[src/rtl/noc_params.sv]
// noc_params: shared NoC sizing, port index type and output-arbiter state encoding
package noc_params;
  localparam int PORT_NUM = 5;
  localparam int PORT_W = $clog2(PORT_NUM);
  typedef logic [PORT_W-1:0] port_idx_t;
  typedef enum logic {IDLE, LOCKED} arb_state_t;
endpackage

[src/rtl/rr_picker.sv]
// rr_picker: first set request at or after ptr, wrapping, as one-hot and index
module rr_picker #(
  parameter int N = 5,
  parameter int W = $clog2(N)
) (
  input  logic [N-1:0] req,
  input  logic [W-1:0] ptr,
  output logic [N-1:0] onehot,
  output logic [W-1:0] idx
);
  int j;
  // scan offsets from farthest to nearest so the nearest set request wins
  always_comb begin
    onehot = '0;
    idx = '0;
    j = 0;
    for (int k = N - 1; k >= 0; k--) begin
      j = (int'(ptr) + k) % N;
      if (req[j]) begin
        onehot = '0;
        onehot[j] = 1'b1;
        idx = j[W-1:0];
      end
    end
  end
endmodule

[src/rtl/output_arbiter.sv]
// output_arbiter: round-robin packet-locking arbiter for one NoC output port
module output_arbiter
  import noc_params::*;
#(
  parameter int PORT_NUM = noc_params::PORT_NUM
) (
  input  logic                        clk,
  input  logic                        rst,
  input  logic [PORT_NUM-1:0]         req_i,
  input  logic [PORT_NUM-1:0]         head_i,
  input  logic [PORT_NUM-1:0]         tail_i,
  input  logic                        on_off_i,
  output logic [PORT_NUM-1:0]         grant_o,
  output logic                        valid_o,
  output logic                        locked_o,
  output logic [$clog2(PORT_NUM)-1:0] owner_o,
  output logic                        error_o
);
  localparam int W = $clog2(PORT_NUM);
  arb_state_t state_q, state_d;
  logic [W-1:0] owner_q, owner_d, rr_q, rr_d, pick_idx;
  logic [PORT_NUM-1:0] pick_oh;
  logic err_d;
  rr_picker #(.N(PORT_NUM), .W(W)) u_pick (
    .req(req_i & head_i),
    .ptr(rr_q),
    .onehot(pick_oh),
    .idx(pick_idx)
  );
  // grant decision and next state; reset and backpressure leave everything frozen
  always_comb begin
    grant_o = '0;
    state_d = state_q;
    owner_d = owner_q;
    rr_d = rr_q;
    err_d = 1'b0;
    if (!rst && on_off_i) begin
      if (state_q == IDLE) begin
        if (|pick_oh) begin
          grant_o = pick_oh;
          rr_d = (pick_idx == W'(PORT_NUM - 1)) ? '0 : pick_idx + 1'b1;
          state_d = tail_i[pick_idx] ? IDLE : LOCKED;
          owner_d = tail_i[pick_idx] ? owner_q : pick_idx;
        end else begin
          err_d = |(req_i & ~head_i);
        end
      end else if (req_i[owner_q]) begin
        err_d = head_i[owner_q];
        grant_o[owner_q] = !head_i[owner_q];
        state_d = (!head_i[owner_q] && tail_i[owner_q]) ? IDLE : LOCKED;
        owner_d = (!head_i[owner_q] && tail_i[owner_q]) ? '0 : owner_q;
      end
    end
  end
  // state, owner, pointer and error pulse registers
  always_ff @(posedge clk) begin
    if (rst) begin
      state_q <= IDLE;
      owner_q <= '0;
      rr_q <= '0;
      error_o <= 1'b0;
    end else begin
      state_q <= state_d;
      owner_q <= owner_d;
      rr_q <= rr_d;
      error_o <= err_d;
    end
  end
  assign valid_o = |grant_o;
  assign locked_o = state_q == LOCKED;
  assign owner_o = owner_q;
endmodule

[config.mk]
export PLATFORM = sky130hd
export DESIGN_NAME = output_arbiter
export DESIGN_NICKNAME = d
export VERILOG_FILES = /design/src/rtl/noc_params.sv /design/src/rtl/rr_picker.sv /design/src/rtl/output_arbiter.sv
export SDC_FILE = /design/constraint.sdc
export NUM_CORES = 1
export LEC_CHECK = 0
export CORE_UTILIZATION = 55
export CTS_BUF_LIST = sky130_fd_sc_hd__clkbuf_8
export DETAILED_ROUTE_END_ITERATION = 16
export PLACE_DENSITY = 0.83
export SLEW_MARGIN = 10
export SYNTH_ARGS = -nofsm -noshare
export SYNTH_HDL_FRONTEND = slang
export SYNTH_SLANG_ARGS = --single-unit
[constraint.sdc]
create_clock -name clk -period 7.94 [get_ports clk]
set_clock_uncertainty 0.05 [all_clocks]
set_input_delay 1.588 -clock clk [delete_from_list [all_inputs] [get_ports clk]]
set_output_delay 1.588 -clock clk [all_outputs]
set_load 0.02 [all_outputs]
==> reports/metrics.yaml <==
floorplan:
  initial_utilization_pct: 57.58
  die_area_um2: 6555
  die_w_um: 80.97
  die_y_um: 80.97
  fp-row-count: 28
  coreArea_um2: 5956
  ios: 29
hold_path:
  hp-class: "flip-flop to flip-flop"
global_route:
  grt_overflow: 0
  grt_pass1_wl_um: 17660
  grt_max_degree: 44
  grtUsageTotal_pct: 34.39
  grt_pass1_vias: 3623
  antenna_found_initial: 0
logic_synthesis:
  syn_nets: 545
  syn_inst: 496
  netlist_top_cells_area: "ha_1, nor2_1, dfxtp_1"
  async_flop_share_pct: 0
  synth_edf_count: 0
  avgSynthCellArea_um2: 6.914
  yosysTopAreaCellShare_pct: 10.94
  synth-seq-cells: 8
  synth_cell_type_count: 92
  yosysWarnings: 0
  synth_top_area_cell: "ha_1"
  ys.flop_type: "dfxtp_1"
  synth_area_um2: 3430
  synth-seq-area-share_pct: 4.670
timing:
  hold_viol: 0
  finalCritPeriodShare_pct: 93.90
  tns_ps: 0
  slew_violations: 0
  tightest_slew_ps: 847.6
  rsz0062_at_grt: "no"
  fmax_ghz: 0.1341
  min_period_ps: 7455
  finalSetupViolations: 0
  maxSlewHeadroom_pct: 42.78
drt:
  drt-pass1-iter-count: 5
  dr_wl_met3_um: 892
  via_count: 4076
  m1WireLength_um: 4998
  route.top_layer_used: "met4"
  drt_iter0_markers: 478
  finalWirelength_um: 11120
  avgViaCountPerCell: 7.003
  post-route-drc-count: 0
  ant_nets: 0
  wl_met2_um: 5025
  wl_per_cell_um: 19.11
placed_design:
  dp_hpwl_um: 8464
  gp_congestion: 0.9654
  io_buffer_count: 28
layout:
  nNetsFinal: 558
  final_cell_mix: "nor2_1, nand2_1, ha_1, inv_1, o21ai_0"
  mostFrequentLayoutCell: "nor2_1"
  nFillCells: 545
  drive_gt1_share_pct: 9.467
  diodes: 0
  area_delta_synth_final_pct: 10.14
  fin_util_pct: 63.42
setup_path:
  path_cells: "inv_1 > ha_1 > o21ai_1 > nand2_1 > xnor2_1 > ha_1 > fa_1 > nand4_1 > mux2i_1 > nand2_1 > o221a_2 > nor2_2 > o211ai_1 > a31oi_1 > o21ai_2 > o22a_1 > or4b_1 > clkdlybuf4s50_1"
  critical_path.top_delay_family: "compound AO/OA/AOI/OAI gates"
  crit_fanout: 16
  slowest_stage: "clkdlybuf4s50_1"
  slowest_delay_ps: 550
  startpoint_type: "flip-flop"
  crit_arrival_ps: 5820
  critPathKind: "flip-flop to output pin"
  end_kind: "output pin"
  required_ps: 6300
  path_buf_inv: 2
clock_tree:
  cts_tree: "yes"
  numCtsBuffers: 3
  cts_htree_levels: 1
  root_buffer: "clkbuf_8"
  clk_path_buf_depth: 2
  cts_sinks: 8
  postCtsHoldBufs: 0
  clock_latency_ps: 230
  clk_pin_slew_ps: 50
flow_run:
  drv_cap: 0
run_status:
  status: "finished, final reports clean"
==> registers in the layout, indices dropped and copies added, names as in the netlist <==
name	cells
rr_q	3
owner_o	3
locked_o	1
error_o	1
==> synthesized netlist by cell type, types with 3 or more instances <==
master	instances
a211o_1	4
a211oi_1	4
a21o_1	7
a21oi_1	26
a221oi_1	5
a22o_1	6
a22oi_1	3
a31oi_1	11
a31oi_2	3
a32oi_1	3
and2_1	7
buf_2	7
clkbuf_1	17
dfxtp_1	8
ha_1	30
inv_1	29
inv_2	6
mux2i_1	8
mux4_2	3
nand2_1	40
nand2b_1	10
nand3_1	21
nand4_1	10
nor2_1	44
nor2b_1	6
nor3_1	16
nor3b_1	4
nor4_1	4
o211a_1	3
o211ai_1	7
o21a_1	6
o21ai_0	29
o21ai_1	6
o221ai_1	5
o22a_1	3
o22ai_1	3
o2bb2ai_1	3
o311ai_0	4
or2_2	5
or3_1	7
xnor2_1	6
==> final timing paths <==
check / start / to / slack [ps] / depth (start not counted)
max: rr_q[2]$_SDFFE_PP0P_ / valid_o / 480 / 18
min: owner_o[2]$_SDFFE_PP0P_ / owner_o[2]$_SDFFE_PP0P_ / 570 / 1
max reg2reg: rr_q[2]$_SDFFE_PP0P_ / rr_q[2]$_SDFFE_PP0P_ / 2180 / 20
min reg2reg: owner_o[2]$_SDFFE_PP0P_ / owner_o[2]$_SDFFE_PP0P_ / 570 / 1
==> metal layers <==
layer	GRT usage (%)	up-vias
met5	0	-
met4	7.857	0
met3	3.034	26
met2	55.71	230
met1	48.80	1910
li1	-	1910
==> kinds of logic after synthesis <==
group	share of synthesized area (%)
buffers and inverters	7.260
flip-flops	4.670
AO/OA/AOI/OAI	39.29
AND/OR/NAND/NOR	29.95
adder cells (fa/ha/maj)	11.53
multiplexers	5.034
XOR/XNOR	2.262
==> through the flow <==
| step | setup WS, ps | instance area [µm²] | hold WS [ps] | cells |
|---|---|---|---|---|
| finish | 484.7 | 3777 | 574.0 | 582 |
| global route | 133.2 | 3777 | 604.1 | 582 |
| CTS | 329.0 | 3776 | 570.2 | 582 |
| detailed placement | 578.9 | 3735 | 559.7 | 579 |
| global placement | 673.7 | 3735 | 569.7 | 579 |
| floorplan | 451.9 | 3430 | 572.5 | 496 |
==> final cells by class <==
| type | instances | area [µm²] | area share, % |
|---|---|---|---|
| clock buffer | 3 | 41.29 | 1.093 |
| inverter | 36 | 135.1 | 3.577 |
| multi-input combinational | 426 | 3020 | 79.96 |
| sequential | 8 | 161.4 | 4.273 |
| tap | 75 | 93.84 | 2.484 |
| timing repair buffer | 34 | 325.3 | 8.612 |
==> what timing repair did <==
action	CTS	global route
setup buffers	0	0
gates resized for setup	0	1
setup endpoints to repair	0	1
Power is left out: the tool's default activity adds up to more than one toggle a clock period on the data nets, which glitch-free logic cannot reach.
